[src/rtl/sum_n_requester_if.sv]
// sum_n_requester_if: upstream request, responder handshake and result signals of sum_n_requester
interface sum_n_requester_if #(
  parameter int N_WIDTH = 3,
  parameter int SUM_WIDTH = 5
);
  logic [N_WIDTH-1:0] req_n, N, res_n;
  logic [SUM_WIDTH-1:0] sum_in, res_sum;
  logic [7:0] err_count;
  logic req_valid, req_ready, N_valid, sum_valid, sum_ack;
  logic res_valid, res_err, res_timeout, busy;
  modport master (
    input req_n, req_valid, sum_in, sum_valid,
    output req_ready, N, N_valid, sum_ack, res_valid, res_n, res_sum, res_err, res_timeout,
    err_count, busy
  );
  modport slave (
    output req_n, req_valid, sum_in, sum_valid,
    input req_ready, N, N_valid, sum_ack, res_valid, res_n, res_sum, res_err, res_timeout,
    err_count, busy
  );
endinterface

[src/rtl/sum_n_requester.sv]
// sum_n_requester: FIFO-buffered initiator that issues N to a sum_N responder and checks the returned sum
module sum_n_requester #(
  parameter int N_WIDTH = 3,
  parameter int SUM_WIDTH = 5,
  parameter int FIFO_DEPTH = 4,
  parameter int ACK_DELAY = 0,
  parameter int TIMEOUT = 63
) (
  input logic clk,
  input logic reset,
  sum_n_requester_if.master bus
);
  localparam int PW = $clog2(FIFO_DEPTH);
  localparam int CW = PW + 1;
  localparam int TW = $clog2((TIMEOUT > ACK_DELAY ? TIMEOUT : ACK_DELAY) + 1);
  localparam logic [TW-1:0] T_LAST = TW'(TIMEOUT - 1);
  localparam logic [TW-1:0] A_LAST = TW'(ACK_DELAY > 0 ? ACK_DELAY - 1 : 0);
  typedef enum logic [2:0] {IDLE, ISSUE, WAIT_SUM, ACK_WAIT, ACK, RELEASE, DONE} state_t;
  state_t state;
  logic [N_WIDTH-1:0] mem [FIFO_DEPTH];
  logic [PW-1:0] wr_ptr, rd_ptr;
  logic [CW-1:0] count;
  logic [N_WIDTH-1:0] n_reg;
  logic [SUM_WIDTH-1:0] sum_reg, expected;
  logic [TW-1:0] timer;
  logic push, pop, zero, fin, fin_to, err;
  assign bus.req_ready = count != CW'(FIFO_DEPTH);
  assign bus.busy = state != IDLE || count != '0;
  assign bus.N = n_reg;
  assign push = bus.req_valid && bus.req_ready;
  assign pop = state == IDLE && count != '0;
  assign zero = pop && mem[rd_ptr] == '0;
  assign expected = SUM_WIDTH'((int'(n_reg) * (int'(n_reg) + 1)) / 2);
  assign fin_to = timer == T_LAST && (state == WAIT_SUM && !bus.sum_valid || state == RELEASE && bus.sum_valid);
  assign fin = fin_to || zero || state == RELEASE && !bus.sum_valid;
  assign err = fin_to || !zero && sum_reg != expected;
  always_ff @(posedge clk) begin
    if (reset) begin
      wr_ptr <= '0;
      rd_ptr <= '0;
      count <= '0;
    end else begin
      if (push) begin
        mem[wr_ptr] <= bus.req_n;
        wr_ptr <= wr_ptr + PW'(1);
      end
      if (pop) rd_ptr <= rd_ptr + PW'(1);
      count <= count + CW'(push) - CW'(pop);
    end
  end
  // Outputs are registered on entry to the state in which they are visible.
  always_ff @(posedge clk) begin
    if (reset) begin
      state <= IDLE;
      n_reg <= '0;
      sum_reg <= '0;
      timer <= '0;
      bus.N_valid <= 1'b0;
      bus.sum_ack <= 1'b0;
      bus.res_valid <= 1'b0;
      bus.res_n <= '0;
      bus.res_sum <= '0;
      bus.res_err <= 1'b0;
      bus.res_timeout <= 1'b0;
      bus.err_count <= '0;
    end else begin
      bus.N_valid <= 1'b0;
      bus.sum_ack <= 1'b0;
      bus.res_valid <= 1'b0;
      case (state)
        IDLE: begin
          if (pop) n_reg <= mem[rd_ptr];
          if (pop && !zero) begin
            state <= ISSUE;
            bus.N_valid <= 1'b1;
          end
        end
        ISSUE: begin
          state <= WAIT_SUM;
          timer <= '0;
        end
        WAIT_SUM: begin
          timer <= bus.sum_valid ? '0 : timer + TW'(1);
          if (bus.sum_valid) begin
            sum_reg <= bus.sum_in;
            state <= ACK_DELAY == 0 ? ACK : ACK_WAIT;
            bus.sum_ack <= ACK_DELAY == 0;
          end
        end
        ACK_WAIT: begin
          timer <= timer == A_LAST ? '0 : timer + TW'(1);
          if (timer == A_LAST) begin
            state <= ACK;
            bus.sum_ack <= 1'b1;
          end
        end
        ACK: state <= RELEASE;
        RELEASE: timer <= timer + TW'(1);
        DONE: state <= IDLE;
        default: state <= IDLE;
      endcase
      if (fin) begin
        state <= DONE;
        bus.res_valid <= 1'b1;
        bus.res_n <= zero ? '0 : n_reg;
        bus.res_sum <= zero || fin_to ? '0 : sum_reg;
        bus.res_err <= err;
        bus.res_timeout <= fin_to;
        if (err && bus.err_count != 8'hFF) bus.err_count <= bus.err_count + 8'd1;
      end
    end
  end
endmodule

[src/flat_wrapper.sv]
// flat-port wrapper written by rule: the top's interface ports become plain ports
module sum_n_requester_flat 
#(
  parameter int N_WIDTH = 3,
  parameter int SUM_WIDTH = 5,
  parameter int FIFO_DEPTH = 4,
  parameter int ACK_DELAY = 0,
  parameter int TIMEOUT = 63
)
  (clk, reset, bus_req_n, bus_req_valid, bus_sum_in, bus_sum_valid, bus_req_ready, bus_N, bus_N_valid, bus_sum_ack, bus_res_valid, bus_res_n, bus_res_sum, bus_res_err, bus_res_timeout, bus_err_count, bus_busy);
  sum_n_requester_if #(.N_WIDTH(N_WIDTH), .SUM_WIDTH(SUM_WIDTH)) bus_i ();
  input logic clk;
  input logic reset;
  input wire logic [$bits(bus_i.req_n)-1:0] bus_req_n;
  input wire logic [$bits(bus_i.req_valid)-1:0] bus_req_valid;
  input wire logic [$bits(bus_i.sum_in)-1:0] bus_sum_in;
  input wire logic [$bits(bus_i.sum_valid)-1:0] bus_sum_valid;
  output wire logic [$bits(bus_i.req_ready)-1:0] bus_req_ready;
  output wire logic [$bits(bus_i.N)-1:0] bus_N;
  output wire logic [$bits(bus_i.N_valid)-1:0] bus_N_valid;
  output wire logic [$bits(bus_i.sum_ack)-1:0] bus_sum_ack;
  output wire logic [$bits(bus_i.res_valid)-1:0] bus_res_valid;
  output wire logic [$bits(bus_i.res_n)-1:0] bus_res_n;
  output wire logic [$bits(bus_i.res_sum)-1:0] bus_res_sum;
  output wire logic [$bits(bus_i.res_err)-1:0] bus_res_err;
  output wire logic [$bits(bus_i.res_timeout)-1:0] bus_res_timeout;
  output wire logic [$bits(bus_i.err_count)-1:0] bus_err_count;
  output wire logic [$bits(bus_i.busy)-1:0] bus_busy;
  assign bus_i.req_n = bus_req_n;
  assign bus_i.req_valid = bus_req_valid;
  assign bus_i.sum_in = bus_sum_in;
  assign bus_i.sum_valid = bus_sum_valid;
  assign bus_req_ready = bus_i.req_ready;
  assign bus_N = bus_i.N;
  assign bus_N_valid = bus_i.N_valid;
  assign bus_sum_ack = bus_i.sum_ack;
  assign bus_res_valid = bus_i.res_valid;
  assign bus_res_n = bus_i.res_n;
  assign bus_res_sum = bus_i.res_sum;
  assign bus_res_err = bus_i.res_err;
  assign bus_res_timeout = bus_i.res_timeout;
  assign bus_err_count = bus_i.err_count;
  assign bus_busy = bus_i.busy;
  sum_n_requester #(.N_WIDTH(N_WIDTH), .SUM_WIDTH(SUM_WIDTH), .FIFO_DEPTH(FIFO_DEPTH), .ACK_DELAY(ACK_DELAY), .TIMEOUT(TIMEOUT)) u_core (.clk(clk), .reset(reset), .bus(bus_i));
endmodule
[config.mk]
export PLATFORM = sky130hd
export DESIGN_NAME = sum_n_requester_flat
export DESIGN_NICKNAME = d
export VERILOG_FILES = /design/src/rtl/sum_n_requester_if.sv /design/src/rtl/sum_n_requester.sv /design/src/flat_wrapper.sv
export SDC_FILE = /design/constraint.sdc
export NUM_CORES = 1
export LEC_CHECK = 0
export CAP_MARGIN = 25
export CORE_MARGIN = 2
export CORE_UTILIZATION = 30
export CTS_CLUSTER_SIZE = 8
export DETAILED_ROUTE_END_ITERATION = 10
export PLACE_DENSITY = 0.47
export SYNTH_ARGS = -nofsm -noshare
export SYNTH_HDL_FRONTEND = slang
export SYNTH_SLANG_ARGS = --single-unit
[constraint.sdc]
create_clock -name clk -period 4.9 [get_ports clk]
set_input_delay 0.98 -clock clk [delete_from_list [all_inputs] [get_ports clk]]
set_output_delay 0.98 -clock clk [all_outputs]
set_load 0.01 [all_outputs]
==> impl_metrics.toml, run 1 <==
[timing]
skew_ps = 10.6
tightest_slew_ps = 884
max_freq_mhz = 271
rsz0062_at_grt = "false"
relSlewSlack = 0.410
finalCritPeriodShare = 0.754
setup_violations = 0
hold_violations = 0
drv_slew = 0
fin_crit_ps = 3700
finalSetupTns_ps = 0

[layout]
drive_above_1_share = 0.0848
reg.largest.list = "u_core.mem (12), u_core.bus.err_count (8), u_core.timer (6)"
final_cell_mix = "dfxtp_1 (47), nor2_1 (41), clkdlybuf4s50_1 (37)"
multiInputGateArea_sq_um = 1440
area_growth_pct = 24.4
largest_reg_flops = 12
nets = 359
n_antenna_cell = 0
fillers = 943
final_common_cell = "dfxtp_1"
fin_area_sq_um = 3550
top_register = "u_core.mem"
regArea_sq_um = 1300

[floorplanning]
rows = 35
die_y_microns = 102
core_area_sq_um = 9240
initial_core_util = 0.309
die_x_microns = 102
die-area_sq_um = 10300
num_io_pins = 38

[clock_network]
cts_resized = 0
cts_hold_buf = 0
cts_tree = "yes"
clk_pin_slew_ps = 70
clock_latency_ps = 330
numCtsBuffers = 9
clk_path_buf_depth = 2
cts-root-buf = "clkbuf_8"
numClockSinks = 59
h-tree-depth = 3
post-cts-setup-buffers = 0

[setup_path]
arrival_ps = 3960
worst-setup-path-type = "flip-flop to flip-flop"
startpoint = "u_core.bus.N[0]"
worstReg2RegStart = "u_core.bus.N[0]"
crit_fanout = 12
reg2reg_slack_ps = 1200
crit_path_end_kind = "flip-flop"
startpoint_type = "flip-flop"
timing.rr.end = "u_core.bus.err_count[4]"
cp.required_ps = 5160
reg2reg_depth = 14

[grt]
busiest_layer = "met2"
antenna_found_initial = 0
grt_pass1_wl_mm = 9.81
grt_max_degree = 38
grtUsageMet1 = 0.156
grt_use_total = 0.125
grt_overflow = 0
use_met2 = 0.198
gr-usage-met3 = 0.0421
first_global_vias = 2008

[power_and_ir_drop]
power_leakage_nw = 1.35
power_density_nw_per_um2 = 472
power_w = 0.00168
ir_drop_v = 0.000253

[placed_design]
dpl_cell_area_sq_um = 3350
gp_congestion = 0.746
io_buffers = 37
dp_hpwl_mm = 4.38

[routing]
drtIter0Drc = 61
via_per_inst = 4.46
wl_per_cell_microns = 13.0
firstDrtPassIters = 4
ant_nets = 0
vias = 2048
drc = 0
drt_wl_total_mm = 5.97

[min_path]
whs_path_depth = 2
hp-class = "flip-flop to flip-flop"
hold_end = "u_core.bus.res_n[2]"
hp-start = "u_core.bus.res_n[2]"

[yosys]
synthesis.area_sq_um = 2860
synth_nets = 318
seq_area_frac_synth = 0.456
synth-main-ff-cell = "dfxtp_1"
async_reset_ff_frac = 0
synth_edf_count = 12
yosysUniqueCellTypes = 51
ys_seq_elements = 59
avgSynthCellArea_sq_um = 10.1
syn_inst = 284
yosys_warnings = 0

[run]
maxCapViolCount = 0

[outcome]
status = "finished clean"
## where the power goes
group          switching (W)  internal (W)
clock               0.000211      0.000237
combinational       0.000307      0.000280
sequential         0.0000785      0.000563
## worst max path at each step
| stage | depth (start not counted) | slack (ps) | endpoint |
|---|---|---|---|
| final | 14 | 1200 | u_core.bus.err_count[4] |
| after global routing | 14 | 900 | u_core.bus.err_count[1] |
| after CTS | 14 | 1170 | u_core.bus.err_count[1] |
| after detailed placement | 14 | 1190 | u_core.bus.err_count[1] |
| after global placement | 14 | 1280 | u_core.bus.err_count[1] |
| after floorplan | 14 | 1570 | u_core.bus.err_count[7] |
## per-stage QoR
step                      setup slack [ps]  std cells  hold slack, ps  utilization
after global placement                1280        443             445        0.362
final                                 1200        459             452        0.384
after floorplan                       1570        284             469            -
after detailed placement              1190        443             448        0.362
after global routing                   899        459             491        0.384
after CTS                             1170        459             457        0.384
## synth_stat cells, types with 4 or more instances
cell / count / area share
nor2b_1: 8 / 0.018
and2_1: 5 / 0.011
fa_1: 4 / 0.028
o21ai_0: 6 / 0.011
nor2_1: 41 / 0.054
mux2i_1: 9 / 0.032
nor3_1: 5 / 0.0088
dfxtp_1: 47 / 0.33
edfxtp_1: 12 / 0.13
a21oi_1: 14 / 0.025
a22o_1: 5 / 0.015
or3_1: 5 / 0.011
xor2_1: 7 / 0.021
ha_1: 18 / 0.079
nand3_1: 8 / 0.014
inv_1: 19 / 0.025
nand2_1: 17 / 0.022
xnor2_1: 11 / 0.034
## layout make-up
| class | instances | share of cell area |
|---|---|---|
| Clock inverter | 7 | 0.0222 |
| Inverter | 19 | 0.0201 |
| Sequential cell | 59 | 0.366 |
| Multi-Input combinational cell | 198 | 0.405 |
| Timing Repair Buffer | 38 | 0.106 |
| Clock buffer | 9 | 0.0349 |
| Tap cell | 129 | 0.0454 |
## kinds of logic after synthesis
logic type               count (synthesis)  synth area share
adder cells (fa/ha/maj)                 22             0.107
flip-flops                              59             0.456
buffers and inverters                   27            0.0412
AO/OA/AOI/OAI                           43             0.103
multiplexers                            13            0.0591
XOR/XNOR                                18            0.0552
AND/OR/NAND/NOR                        102             0.179
## metal layers
layer | up-vias | wire length (microns)
li1 | 1062 | -
met1 | 945 | 2830
met2 | 37 | 2880
met3 | 4 | 216
met4 | 0 | 45
met5 | - | 0
## critical path, stage by stage, from the launching register on
cell and delay, ps:
dfxtp_1 450, ha_1 190, inv_1 40, ha_1 270, nor2_1 120, fa_1 430
ha_1 230, inv_1 70, fa_1 420, xnor2_1 140, nor3_1 200, nand3_1 110
o21ai_1 600, o21ai_0 200, a21oi_1 170
No activity file was read; power rests on OpenSTA's default activity.
==> inputs of run 2 (changes only) <==
Settings changed: PLACE_DENSITY 0.47 to 0.48.
Clock period 4.9 ns to 3.4 ns, I/O delays scaled along.
==> run 2 against run 1 <==
  * Register-to-register slack lost 1100 ps
  * Worst hold slack gained 8.0 ps
  * Flip-flop and latch count is the same
  * Core utilization grew 1.2 points
  * Worst setup slack lost 1100 ps
  * First-iteration DRC count shrank 25%
  * Wire length grew 1.5%
  * Critical path depth is the same
  * Total power grew 53%
  * Die area is the same
  * Non-clock buffer count grew 8
  * Largest cell class unchanged
==> impl_metrics.toml, run 2 (synthesized netlist as in run 1, its figures left out) <==
[setup_path]
worst-setup-path-type = "flip-flop to flip-flop"
crit_path_end_kind = "flip-flop"
startpoint_type = "flip-flop"
arrival_ps = 3530
startpoint = "u_core.bus.N[0]"
cp_num_buf_inv = 2
crit_chain = "ha_1, inv_2, ha_4, nor2_2, fa_1, ha_2, inv_1, fa_2, xnor2_1, nor3_1, nand2_1, o21ai_1, a2111oi_2, mux2_2"
max_stage_delay_ps = 520
crit_fanout = 4
reg2reg_depth = 14
slowest_stage = "fa_2"
crit_family = "adder cells"
worstReg2RegStart = "u_core.bus.N[0]"
reg2reg_slack_ps = 100
timing.rr.end = "u_core.bus.err_count[7]"
cp.required_ps = 3630

[power_and_ir_drop]
power_leakage_nw = 1.41
p_sw_w = 0.000878
p_comb_frac = 0.364
ir_drop_v = 0.000424
power.share.clock = 0.283
intPower_w = 0.00169
power_density_nw_per_um2 = 701
switching_share = 0.342
seq_power_share = 0.354

[routing]
wl_per_cell_microns = 13.0
drtIter0Drc = 46
ant_nets = 0
firstDrtPassIters = 4
drt_wl_total_mm = 6.06
via_per_inst = 4.49
drc = 0
vias = 2096

[layout]
reg.largest.list = "u_core.mem (12), u_core.bus.err_count (8), u_core.timer (6)"
top_register = "u_core.mem"
final_cell_mix = "dfxtp_1 (46), nor2_1 (40), clkdlybuf4s50_1 (37)"
fillers = 927
drive_above_1_share = 0.127
nets = 367
largest_reg_flops = 12
layout.cells.non_filler = 467
n_antenna_cell = 0
area_growth_pct = 28.3
final_common_cell = "dfxtp_1"

[timing]
max_freq_mhz = 303
setup_violations = 0
finalCritPeriodShare = 0.971
relSlewSlack = 0.634
fin_crit_ps = 3300
finalSetupTns_ps = 0
hold_violations = 0
tightest_slew_ps = 545
whs_ps = 460
skew_ps = 9.47
drv_slew = 0

[clock_network]
cts_tree = "yes"
h-tree-depth = 3
cts-root-buf = "clkbuf_8"
clk_pin_slew_ps = 70
post-cts-setup-buffers = 0
numClockSinks = 59
numCtsBuffers = 9
clock_latency_ps = 350
clk_path_buf_depth = 2

[placed_design]
io_buffers = 37
gp_congestion = 0.770
dpl.cell_count = 451
dp_hpwl_mm = 4.40

[grt]
grt_pass1_wl_mm = 10.3
grt_use_total = 0.130
grt_max_degree = 36
gr-usage-met3 = 0.0386
grt_overflow = 0
grtUsageMet1 = 0.167
busiest_layer = "met2"
first_global_vias = 2167
antenna_found_initial = 0
use_met2 = 0.200

[min_path]
whs_path_depth = 2
hp-class = "flip-flop to flip-flop"
hold_end = "u_core.bus.res_n[2]"
hp-start = "u_core.bus.res_n[2]"

[outcome]
status = "finished clean"

[floorplanning]
die-area_sq_um = 10300
die_x_microns = 102
num_io_pins = 38
core_area_sq_um = 9240
initial_core_util = 0.309
die_y_microns = 102
rows = 35

[run]
maxCapViolCount = 0
run 2: cell types whose count changed in the layout (fill, tap and decap cells not counted), sizes merged:
cell | previous run | this run
inv | 19 | 20
clkinv | 3 | 2
bufinv | 1 | 2
buf | 1 | 9
clkinvlp | 3 | 2
run 2: area by class of cell:
class                           count  area [sq um]  share of cell area
Tap cell                          129           161              0.0441
Sequential cell                    59          1300               0.356
Timing Repair Buffer               46           438               0.120
Clock buffer                        9           124              0.0338
Multi-Input combinational cell    198          1470               0.400
Clock inverter                      7           101              0.0277
Inverter                           19          71.3              0.0195
run 2: per-stage QoR:
stage	instance area (sq um)	power, W	utilization	worst slack, ps
final	3660	0.00257	0.396	98.3
after global routing	3660	0.00277	0.396	-4.31
after CTS	3630	0.00259	0.393	8.81
after detailed placement	3410	0.00184	0.369	54.2
after global placement	3410	0.00184	0.369	85.9
after floorplan	2860	0.00156	-	65.4
run 2: worst min-delay path: stages (launching register included):
cell and delay, ps:
dfxtp_1 310, nand2_1 50, a21oi_1 50
run 2: worst max-delay path by stage:
stage / slack (ps) / cells after the start / to
2_1_floorplan: 70 / 14 / u_core.bus.err_count[7]
3_3_place_gp: 90 / 14 / u_core.bus.err_count[7]
3_5_place_dp: 50 / 14 / u_core.bus.err_count[7]
4_1_cts: 9 / 14 / u_core.bus.err_count[7]
5_1_grt: -4 / 14 / u_core.bus.err_count[7]
6_report: 100 / 14 / u_core.bus.err_count[7]
run 2: routing by layer:
metal  share of wire  up-vias
li1                -     1078
met5               0        -
met3           0.044        7
met2            0.46       40
met1            0.49      971
met4           0.012        0
run 2: power by group through the flow:
stage,combinational [W],clock (W),sequential [W]
after floorplan,0.000652,0,0.000908
after global placement,0.000917,0,0.000920
after detailed placement,0.000917,0,0.000920
after CTS,0.000930,0.000754,0.000906
after global routing,0.00107,0.000780,0.000926
final,0.000934,0.000726,0.000908
run 2: timing repair:
item / CTS / global route
gates resized for setup: 0 / 7
setup endpoints to repair: 0 / 7
hold endpoints to repair: 0 / 0
hold buffers: 0 / 0
